[src/rtl/multi_cycle_ctrl_if.sv]
`default_nettype none
// ============================================================================
// Module   : multi_cycle_ctrl_if
// Purpose  : Bundle of the opcode/flag inputs and every datapath control
//            output of the multi-cycle sequencer.
// Modports : master - the sequencer (consumes op/zero, drives controls)
//            slave  - the datapath  (drives op/zero, consumes controls)
// Signals  : op[5:0], zero, PCWre, IRWre, InsMemRW, RegWre, RegDst[1:0],
//            WrRegData, ALUSrcB, ALUOp[2:0], ExtSel, mRD, mWR, DBDataSrc,
//            PCSrc[1:0], Halted, RetireCnt[31:0] (RETIRE_CNT_EN only)
// Macro    : RETIRE_CNT_EN adds the RetireCnt signal.
// Revision : 1.0 - initial release
// ============================================================================
interface multi_cycle_ctrl_if;
  logic [5:0]  op;
  logic        zero;
  logic        PCWre;
  logic        IRWre;
  logic        InsMemRW;
  logic        RegWre;
  logic [1:0]  RegDst;
  logic        WrRegData;
  logic        ALUSrcB;
  logic [2:0]  ALUOp;
  logic        ExtSel;
  logic        mRD;
  logic        mWR;
  logic        DBDataSrc;
  logic [1:0]  PCSrc;
  logic        Halted;
`ifdef RETIRE_CNT_EN
  logic [31:0] RetireCnt;
`endif

  modport master (
    input  op,
    input  zero,
    output PCWre,
    output IRWre,
    output InsMemRW,
    output RegWre,
    output RegDst,
    output WrRegData,
    output ALUSrcB,
    output ALUOp,
    output ExtSel,
    output mRD,
    output mWR,
    output DBDataSrc,
    output PCSrc,
    output Halted
`ifdef RETIRE_CNT_EN
    , output RetireCnt
`endif
  );

  modport slave (
    output op,
    output zero,
    input  PCWre,
    input  IRWre,
    input  InsMemRW,
    input  RegWre,
    input  RegDst,
    input  WrRegData,
    input  ALUSrcB,
    input  ALUOp,
    input  ExtSel,
    input  mRD,
    input  mWR,
    input  DBDataSrc,
    input  PCSrc,
    input  Halted
`ifdef RETIRE_CNT_EN
    , input RetireCnt
`endif
  );
endinterface
`default_nettype wire

[src/rtl/multi_cycle_ctrl.sv]
`default_nettype none
// ============================================================================
// Module   : multi_cycle_ctrl
// Purpose  : Multi-cycle control sequencer for the MIPS-subset datapath.
//            Steps each instruction through IF/ID/EXE/MEM/WB (or HALT),
//            latches the opcode at the end of IF and drives every datapath
//            enable and mux select from the current state and that opcode.
// Ports    : clk   - system clock, all state changes on posedge
//            rst_n - asynchronous active-low reset
//            bus   - multi_cycle_ctrl_if.master (op/zero in, controls out)
// Macro    : RETIRE_CNT_EN - adds a 32-bit retired-instruction counter
//            (bus.RetireCnt) that steps on every edge where PCWre is high.
// Revision : 1.0 - initial release
// ============================================================================
module multi_cycle_ctrl (
  input wire                 clk,
  input wire                 rst_n,
  multi_cycle_ctrl_if.master bus
);

  // --------------------------------------------------------------------------
  // Opcodes
  // --------------------------------------------------------------------------
  localparam logic [5:0] c_op_add  = 6'b000000;
  localparam logic [5:0] c_op_sub  = 6'b000001;
  localparam logic [5:0] c_op_addi = 6'b000010;
  localparam logic [5:0] c_op_or   = 6'b010000;
  localparam logic [5:0] c_op_and  = 6'b010001;
  localparam logic [5:0] c_op_ori  = 6'b010010;
  localparam logic [5:0] c_op_slt  = 6'b100110;
  localparam logic [5:0] c_op_sw   = 6'b110000;
  localparam logic [5:0] c_op_lw   = 6'b110001;
  localparam logic [5:0] c_op_beq  = 6'b110100;
  localparam logic [5:0] c_op_j    = 6'b111000;
  localparam logic [5:0] c_op_jr   = 6'b111001;
  localparam logic [5:0] c_op_jal  = 6'b111010;
  localparam logic [5:0] c_op_halt = 6'b111111;

  // ALU operation codes
  localparam logic [2:0] c_alu_add = 3'b000;
  localparam logic [2:0] c_alu_sub = 3'b001;
  localparam logic [2:0] c_alu_or  = 3'b010;
  localparam logic [2:0] c_alu_and = 3'b011;
  localparam logic [2:0] c_alu_slt = 3'b100;

  // PC source selects
  localparam logic [1:0] c_pc_seq  = 2'b00;
  localparam logic [1:0] c_pc_jmp  = 2'b10;
  localparam logic [1:0] c_pc_reg  = 2'b11;

  // Register destination selects
  localparam logic [1:0] c_dst_ra  = 2'b00;
  localparam logic [1:0] c_dst_rt  = 2'b01;
  localparam logic [1:0] c_dst_rd  = 2'b10;

  typedef enum logic [2:0] {
    S_IF   = 3'd0,
    S_ID   = 3'd1,
    S_EXE  = 3'd2,
    S_MEM  = 3'd3,
    S_WB   = 3'd4,
    S_HALT = 3'd5
  } state_t;

  // All registered control outputs in one bundle so they can be decoded
  // together for the state being entered.
  typedef struct packed {
    logic       pcwre;
    logic       irwre;
    logic       insmemrw;
    logic       regwre;
    logic [1:0] regdst;
    logic       wrregdata;
    logic       alusrcb;
    logic [2:0] aluop;
    logic       extsel;
    logic       mrd;
    logic       mwr;
    logic       dbdatasrc;
    logic [1:0] pcsrc;
    logic       halted;
  } ctrl_t;

  // --------------------------------------------------------------------------
  // Opcode classification
  // --------------------------------------------------------------------------
  function automatic logic is_rtype(input logic [5:0] o);
    return (o == c_op_add) || (o == c_op_sub) || (o == c_op_or) ||
           (o == c_op_and) || (o == c_op_slt);
  endfunction

  // Arithmetic/logic instructions that write back an ALU result.
  function automatic logic is_alu(input logic [5:0] o);
    return is_rtype(o) || (o == c_op_addi) || (o == c_op_ori);
  endfunction

  function automatic logic is_known(input logic [5:0] o);
    return is_alu(o) || (o == c_op_sw) || (o == c_op_lw) ||
           (o == c_op_beq) || (o == c_op_j) || (o == c_op_jr) ||
           (o == c_op_jal) || (o == c_op_halt);
  endfunction

  function automatic logic [2:0] alu_op(input logic [5:0] o);
    logic [2:0] a;
    case (o)
      c_op_sub, c_op_beq: a = c_alu_sub;
      c_op_or,  c_op_ori: a = c_alu_or;
      c_op_and:           a = c_alu_and;
      c_op_slt:           a = c_alu_slt;
      default:            a = c_alu_add;   // add, addi, lw, sw
    endcase
    return a;
  endfunction

  // --------------------------------------------------------------------------
  // State transition rule
  // --------------------------------------------------------------------------
  function automatic state_t next_state(input state_t s, input logic [5:0] o);
    state_t n;
    case (s)
      S_IF: n = S_ID;
      S_ID: begin
        if (o == c_op_halt)
          n = S_HALT;
        else if ((o == c_op_j) || (o == c_op_jr) || (o == c_op_jal) || !is_known(o))
          n = S_IF;
        else
          n = S_EXE;
      end
      S_EXE: begin
        if (is_alu(o))
          n = S_WB;
        else if ((o == c_op_lw) || (o == c_op_sw))
          n = S_MEM;
        else
          n = S_IF;                      // beq
      end
      S_MEM:   n = (o == c_op_lw) ? S_WB : S_IF;
      S_WB:    n = S_IF;
      S_HALT:  n = S_HALT;
      default: n = S_IF;
    endcase
    return n;
  endfunction

  // --------------------------------------------------------------------------
  // Moore output decode for a given state/opcode pair
  // --------------------------------------------------------------------------
  function automatic ctrl_t decode(input state_t s, input logic [5:0] o);
    ctrl_t c;
    c = '0;
    case (s)
      S_IF: begin
        c.insmemrw = 1'b1;
        c.irwre    = 1'b1;
      end
      S_ID: begin
        if (o == c_op_j) begin
          c.pcwre = 1'b1;
          c.pcsrc = c_pc_jmp;
        end else if (o == c_op_jr) begin
          c.pcwre = 1'b1;
          c.pcsrc = c_pc_reg;
        end else if (o == c_op_jal) begin
          // Link write happens here: the PC still holds the jal address,
          // so PC+4 is the correct return address.
          c.pcwre     = 1'b1;
          c.pcsrc     = c_pc_jmp;
          c.regwre    = 1'b1;
          c.regdst    = c_dst_ra;
          c.wrregdata = 1'b0;
        end else if (!is_known(o)) begin
          c.pcwre = 1'b1;
          c.pcsrc = c_pc_seq;
        end
      end
      S_EXE: begin
        c.aluop   = alu_op(o);
        c.alusrcb = (o == c_op_addi) || (o == c_op_ori) ||
                    (o == c_op_lw)   || (o == c_op_sw);
        c.extsel  = (o != c_op_ori);
        // beq finishes here; its PCSrc is resolved from zero outside the
        // register because zero is only valid during this cycle.
        c.pcwre   = (o == c_op_beq);
      end
      S_MEM: begin
        c.mrd   = (o == c_op_lw);
        c.mwr   = (o == c_op_sw);
        c.pcwre = (o == c_op_sw);
      end
      S_WB: begin
        c.regwre    = 1'b1;
        c.wrregdata = 1'b1;
        c.pcwre     = 1'b1;
        c.regdst    = is_rtype(o) ? c_dst_rd : c_dst_rt;
        c.dbdatasrc = (o == c_op_lw);
      end
      S_HALT: begin
        c.halted = 1'b1;
      end
      default: ;
    endcase
    return c;
  endfunction

  // --------------------------------------------------------------------------
  // Registers and next-state logic
  // --------------------------------------------------------------------------
  state_t     r_state;
  logic [5:0] r_opcode;
  logic       r_run;        // low for the single idle cycle after reset release
  ctrl_t      r_ctrl;

  state_t     w_state_nxt;
  logic [5:0] w_opcode_nxt;
  ctrl_t      w_ctrl_nxt;
  logic       w_beq_exe;

  always_comb begin
    // IRWre is high only during a live IF cycle, so this captures op on
    // exactly the IF->ID edge.
    w_opcode_nxt = r_ctrl.irwre ? bus.op : r_opcode;
    // Out of reset the state already reads IF but no IF outputs have been
    // driven yet; hold IF for one edge so the first real IF cycle starts
    // after the first posedge.
    w_state_nxt  = r_run ? next_state(r_state, w_opcode_nxt) : S_IF;
    w_ctrl_nxt   = decode(w_state_nxt, w_opcode_nxt);
  end

  always_ff @(posedge clk or negedge rst_n) begin
    if (!rst_n) begin
      r_state          <= S_IF;
      r_opcode         <= 6'b000000;
      r_run            <= 1'b0;
      r_ctrl           <= '0;
      r_ctrl.regdst    <= c_dst_rd;
      r_ctrl.wrregdata <= 1'b1;
    end else begin
      r_run    <= 1'b1;
      r_state  <= w_state_nxt;
      r_opcode <= w_opcode_nxt;
      r_ctrl   <= w_ctrl_nxt;
    end
  end

  // --------------------------------------------------------------------------
  // Outputs
  // --------------------------------------------------------------------------
  assign w_beq_exe = (r_state == S_EXE) && (r_opcode == c_op_beq);

  assign bus.PCWre     = r_ctrl.pcwre;
  assign bus.IRWre     = r_ctrl.irwre;
  assign bus.InsMemRW  = r_ctrl.insmemrw;
  assign bus.RegWre    = r_ctrl.regwre;
  assign bus.RegDst    = r_ctrl.regdst;
  assign bus.WrRegData = r_ctrl.wrregdata;
  assign bus.ALUSrcB   = r_ctrl.alusrcb;
  assign bus.ALUOp     = r_ctrl.aluop;
  assign bus.ExtSel    = r_ctrl.extsel;
  assign bus.mRD       = r_ctrl.mrd;
  assign bus.mWR       = r_ctrl.mwr;
  assign bus.DBDataSrc = r_ctrl.dbdatasrc;
  assign bus.Halted    = r_ctrl.halted;
  // Branch taken selects PC+4+(imm<<2); not taken falls through to PC+4.
  assign bus.PCSrc     = w_beq_exe ? {1'b0, bus.zero} : r_ctrl.pcsrc;

`ifdef RETIRE_CNT_EN
  // Counts instruction completions: PCWre fires once per instruction and
  // never in HALT. Wraps naturally at 32 bits.
  logic [31:0] r_retire_cnt;

  always_ff @(posedge clk or negedge rst_n) begin
    if (!rst_n)
      r_retire_cnt <= 32'd0;
    else if (r_ctrl.pcwre)
      r_retire_cnt <= r_retire_cnt + 32'd1;
  end

  assign bus.RetireCnt = r_retire_cnt;
`else
`endif

endmodule
`default_nettype wire

[src/flat_wrapper.sv]
// flat-port wrapper written by rule: the top's interface ports become plain ports
module multi_cycle_ctrl_flat 
  (clk, rst_n, bus_op, bus_zero, bus_PCWre, bus_IRWre, bus_InsMemRW, bus_RegWre, bus_RegDst, bus_WrRegData, bus_ALUSrcB, bus_ALUOp, bus_ExtSel, bus_mRD, bus_mWR, bus_DBDataSrc, bus_PCSrc, bus_Halted);
  multi_cycle_ctrl_if bus_i ();
  input wire clk;
  input wire rst_n;
  input wire logic [$bits(bus_i.op)-1:0] bus_op;
  input wire logic [$bits(bus_i.zero)-1:0] bus_zero;
  output wire logic [$bits(bus_i.PCWre)-1:0] bus_PCWre;
  output wire logic [$bits(bus_i.IRWre)-1:0] bus_IRWre;
  output wire logic [$bits(bus_i.InsMemRW)-1:0] bus_InsMemRW;
  output wire logic [$bits(bus_i.RegWre)-1:0] bus_RegWre;
  output wire logic [$bits(bus_i.RegDst)-1:0] bus_RegDst;
  output wire logic [$bits(bus_i.WrRegData)-1:0] bus_WrRegData;
  output wire logic [$bits(bus_i.ALUSrcB)-1:0] bus_ALUSrcB;
  output wire logic [$bits(bus_i.ALUOp)-1:0] bus_ALUOp;
  output wire logic [$bits(bus_i.ExtSel)-1:0] bus_ExtSel;
  output wire logic [$bits(bus_i.mRD)-1:0] bus_mRD;
  output wire logic [$bits(bus_i.mWR)-1:0] bus_mWR;
  output wire logic [$bits(bus_i.DBDataSrc)-1:0] bus_DBDataSrc;
  output wire logic [$bits(bus_i.PCSrc)-1:0] bus_PCSrc;
  output wire logic [$bits(bus_i.Halted)-1:0] bus_Halted;
  assign bus_i.op = bus_op;
  assign bus_i.zero = bus_zero;
  assign bus_PCWre = bus_i.PCWre;
  assign bus_IRWre = bus_i.IRWre;
  assign bus_InsMemRW = bus_i.InsMemRW;
  assign bus_RegWre = bus_i.RegWre;
  assign bus_RegDst = bus_i.RegDst;
  assign bus_WrRegData = bus_i.WrRegData;
  assign bus_ALUSrcB = bus_i.ALUSrcB;
  assign bus_ALUOp = bus_i.ALUOp;
  assign bus_ExtSel = bus_i.ExtSel;
  assign bus_mRD = bus_i.mRD;
  assign bus_mWR = bus_i.mWR;
  assign bus_DBDataSrc = bus_i.DBDataSrc;
  assign bus_PCSrc = bus_i.PCSrc;
  assign bus_Halted = bus_i.Halted;
  multi_cycle_ctrl u_core (.clk(clk), .rst_n(rst_n), .bus(bus_i));
endmodule
[config.mk]
export PLATFORM = sky130hd
export DESIGN_NAME = multi_cycle_ctrl_flat
export DESIGN_NICKNAME = d
export VERILOG_FILES = /design/src/rtl/multi_cycle_ctrl_if.sv /design/src/rtl/multi_cycle_ctrl.sv /design/src/flat_wrapper.sv
export SDC_FILE = /design/constraint.sdc
export NUM_CORES = 1
export LEC_CHECK = 0
export BUFFER_PORTS_ARGS = -buffer_cell sky130_fd_sc_hd__buf_2
export CORE_MARGIN = 5
export CORE_UTILIZATION = 45
export CTS_BUF_LIST = sky130_fd_sc_hd__clkbuf_2
export DETAILED_ROUTE_END_ITERATION = 12
export PLACE_DENSITY = 0.8
export SYNTH_ARGS = -nofsm -noshare
export SYNTH_HDL_FRONTEND = slang
export SYNTH_SLANG_ARGS = --single-unit
[constraint.sdc]
create_clock -name clk -period 2 [get_ports clk]
set_input_delay 0.3 -clock clk [delete_from_list [all_inputs] [get_ports clk]]
set_output_delay 0.3 -clock clk [all_outputs]
set_load 0.005 [all_outputs]
-- After elaboration in Yosys (flattened, before gate mapping)
Cells that the tools add are included.
- output and inout port bits: 18
- latch bits: 0
- memories: 0
- register bits: 28
- memory bits (writable): 0
- memory bits (read-only): 0
- equal/unequal tests: 24
- shift-type cells: 0
- muxes and demuxes: 29
- add/sub/neg operators: 0
- $mul: 0
- bitwise logic cells: 0
- magnitude comparators: 0
- div/mod/pow operators: 0
- reduce and logical (&&, ||, !) cells: 27
- operators by type and width (operator ; number):
    6-bit equality test, second input constant ; 9
    1-bit logical OR ; 20
    2-bit 2-to-1 mux ; 10
    6-bit by 5-bit equality test with 1-bit output, second input constant ; 3
    3-bit case mux with 5 select lines ; 1
    3-bit by 2-bit equality test with 1-bit output, second input constant ; 4
    3-bit 2-to-1 mux ; 4
    4-bit 2-to-1 mux ; 3
    3-bit case mux with 4 select lines ; 1
    3-bit equality test, second input constant ; 3
    4-bit case mux with 2 select lines ; 1
    3-bit by 1-bit equality test with 1-bit output, second input constant ; 2
    6-bit by 1-bit equality test with 1-bit output, second input constant ; 1
    6-bit by 2-bit equality test with 1-bit output, second input constant ; 1
    3-bit logical NOT ; 2
    6-bit logical NOT ; 1
    1-bit 2-to-1 mux ; 6
    6-bit 2-to-1 mux ; 1
    6-bit by 5-bit inequality test with 1-bit output, second input constant ; 1
    5-bit 2-to-1 mux ; 1
    1-bit case mux with 4 select lines ; 1
    2-bit OR reduction ; 2
    1-bit logical AND ; 1
    1-bit logical NOT ; 1

-- Depth between registers and ports, before layout
- depth after elaboration: 23
- gate-level depth with buffers: 8

-- Least setup slack after synthesis
Ideal clock, no wire load.
- path kind: flip-flop to flip-flop
- start point: reg, netlist name u_core.bus.InsMemRW
- end point: reg u_core.r_ctrl, in the netlist u_core.bus.RegDst[1]
- clock period less this slack: 1.984 ns
- stages on the path, launching flop included: 9
- path slack: 0.016 ns
- data arrival time: 1.908 ns
- cells stage by stage: dfrtp_1 > buf_6 > mux2i_4 > inv_2 > a2111oi_4 > a31oi_2 > o211ai_4 > nand3_4 > nor3_2
- RTL lines (item ; RTL line ; RTL):
    end signal: assignment ; multi_cycle_ctrl.sv:242 ; r_ctrl <= w_ctrl_nxt;
    end: declaration ; multi_cycle_ctrl.sv:212 ; ctrl_t r_ctrl;

==> metrics.md <==
| Metric | Value |
|---|---|
| Cts bufs inserted | 3 |
| Max incr delay on CP | 500 ps |
| Sequential share of the synthesized area | 45.5% |
| Setup violations, final | 13 |
| Hold Startpoint | bus_op[0] |
| Flops & latches, synth | 27 |
| Antenna cells | 0 |
| Drt drc | 0 |
| Synth Area per Inst | 11.1 sq um |
| CTS HTree Levels | 1 |
| Worst-path maximum fanout | 6 |
| Layout Utilization | 69.2% |
| Nets | 208 |
| Overall Global Routing Usage | 18.3% |
| Critical Path AT | 2370 ps |
| First-pass DRT Iterations | 4 |
| Commonest non-fill, non-tap cell in the layout | buf_4 |
| Die X-Extent | 67.5 microns |
| Total Die Area | 4560 sq um |
| Crit path cell chain | bufbuf_16, nand4b_4, a22oi_2, o31ai_2, a21oi_2, nand4_1, o311ai_2 |
| GPL Wtd Cong | 0.905 |
| Mapped Nets | 143 |
| Worst Max-Slew Pin Slew | 554 ps |
| Max cap viols | 0 |
| Clock latency on the worst-skew pair | 350 ps |
| Synthesized instance count | 134 |
| Buf/Inv on CP | 1 |
| Post-Syn Area | 1490 sq um |
| Critical Path End Type | flop |
| Max-slew headroom | 63.0% |
| EDFF count, synth | 0 |
| Post-DRT Antenna Nets | 0 |
| RSZ-0062 raised after global routing | yes |
| Failing checks | setup timing |
| Leakage Power | 0.985 nW |
| Avg WL per Cell | 17.4 microns |
| First-pass GRT wire length | 6.30 mm |
| Setup TNS | -548 ps |
| Final Non-Filler Cells | 242 |
| Core ar. | 3100 sq um |
| Final Critical Period | 2090 ps |
| Hold_ws | 273 ps |
| Placed Cells | 216 |
| Max-slew violations | 0 |
| Crit path max-delay family | compound AO/OA/AOI/OAI gates |
| Synth unique cells | 44 |
| Top_reg_cell synth | dfrtp_1 |
| Vias per cell | 5.75 |
| Most frequent cells in the layout | buf_4 (38), buf_2 (26), dfrtp_1 (23), nor2_1 (10), inv_2 (7) |
| Top Ports | 27 |
| Crit share post-route | 105% |
| Grt ovf | 0 |
| Initial Utilization | 48.0% |
| Port bufs | 26 |
| CTS max path bufs | 2 |
| Layout cells sized above 1 | 63.6% |
| Worst Path Required | 2280 ps |
| Startpoint types | flop |
| Vias in the first global route | 1285 |
| Largest net degree at the start of global routing | 28 |
| Peak supply drop | 0.000337 V |
| RR Startpoint | u_core.bus.InsMemRW |
| Post-layout instance area | 2150 sq um |
| Crit path kind | flop to flop |
| Vias | 1391 |
| CTS clk-pin slew, worst paths | 240 ps |
| Setup crit start | u_core.bus.InsMemRW |
| Status | finished with violations |
| Worst hold path class | primary input to flop |
| Pwr per Cell Area | 555 nW/um^2 |
| Filler cells | 229 |
| Final worst slack | -91.6 ps |
| Chip height | 67.5 microns |
| Yosys warns | 0 |
| Post-Route WL | 4.20 mm |
| Synth async-reset ratio | 100% |
| # rows | 20 |
| Slowest CP cell | dfrtp_2 |
| Number of DRC markers in iteration 0 | 88 |
| Detailed Place HPWL | 2.69 mm |
| Overall Power | 1.19 mW |
| Root buf cell | clkbuf_2 |
| TritonCTS clock tree | yes |
| Peak Freq | 478 MHz |
| Placed instance area | 1770 sq um |
| Layout area overhead | 44.1% |
| Post-route clock skew | 2.43 ps |
| Final Hold Fails | 0 |
| Initial antenna violation count | 0 |
| Worst slack, placed | -119 ps |
| TritonCTS Sinks | 27 |
==> Yosys cell counts (3+ instances only) <==
master,instances,share of area (%)
nand4_1,6,2.5
mux2i_4,3,4.5
buf_4,6,3.0
dfrtp_1,25,42
nand2_1,5,1.3
nand3_1,7,2.4
nor3_1,5,1.7
inv_2,6,1.5
inv_1,5,1.3
o21ai_0,3,1.0
a21oi_1,3,1.0
nor2_1,15,3.8
a32oi_1,3,1.8
==> power by group <==
group	total, mW	leakage (nW)	internal (mW)	switching, mW
Clock	0.202	0.0164	0.0453	0.157
Sequential	0.601	0.345	0.570	0.0314
Combinational	0.386	0.623	0.185	0.201
Total	1.19	0.985	0.800	0.390
==> worst min-delay path, stage by stage <==
cell and delay [ps]:
buf_2 130, mux2i_4 80, inv_2 100
==> final cells by class <==
class / count / area (sq um) / area share [%]
Multi-Input combinational cell: 88 / 860 / 40.1
Sequential cell: 27 / 681 / 31.7
Timing Repair Buffer: 68 / 489 / 22.8
Tap cell: 44 / 55.1 / 2.57
Inverter: 11 / 41.3 / 1.92
Clock buffer: 3 / 15.0 / 0.700
Clock inverter: 1 / 5.00 / 0.233
==> routing by layer <==
layer  vias up  GRT usage, %  share of wire (%)
li1        611             -                  -
met1       674          23.4                 38
met2        90          31.3                 50
met3        16          2.83                9.3
met4         0          6.08                2.9
met5         -             0                  0
==> kinds of logic (layout without fill, tap and decap cells) <==
kind of cell / Yosys count / after routing / share of synthesized area [%]
buf+inv: 19 / 83 / 7.31
mux: 7 / 7 / 7.90
compound gates: 26 / 26 / 17.4
flops: 27 / 27 / 45.5
simple gates: 54 / 54 / 21.6
other cells: 1 / 1 / 0.252
==> path summary, 6_finish.rpt <==
path	slack, ps	cells past startpoint	endpoint
max reg2reg	-90	7	u_core.bus.PCWre
max	-90	7	u_core.bus.PCWre
min	270	3	u_core.r_opcode[0]
min in group asynchronous	420	2	u_core.bus.InsMemRW
min reg2reg	630	2	u_core.r_state[2]
max in group asynchronous	1190	2	u_core.r_opcode[5]
==> registers in the layout, summed over array words and instances (netlist names) <==
name,count
u_core.bus.ALUOp,3
u_core.bus.ALUSrcB,1
u_core.bus.DBDataSrc,1
u_core.bus.ExtSel,1
u_core.bus.Halted,1
u_core.bus.InsMemRW,1
u_core.bus.PCWre,1
u_core.bus.RegDst,2
u_core.bus.RegWre,1
u_core.bus.WrRegData,1
u_core.bus.mRD,1
u_core.bus.mWR,1
u_core.r_ctrl,2
u_core.r_opcode,6
u_core.r_run,1
u_core.r_state,3
==> repair_timing <==
| item | CTS | global route |
|---|---|---|
| gates cloned | 1 | 0 |
| endpoints found under the setup margin | 15 | 20 |
| hold endpoints to repair | 25 | 0 |
| resized for setup | 8 | 27 |
| pin swaps | 4 | 10 |
| buffers inserted | 10 | 10 |
| hold buffers | 1 | 0 |
No activity file was read; power rests on OpenSTA's default activity.
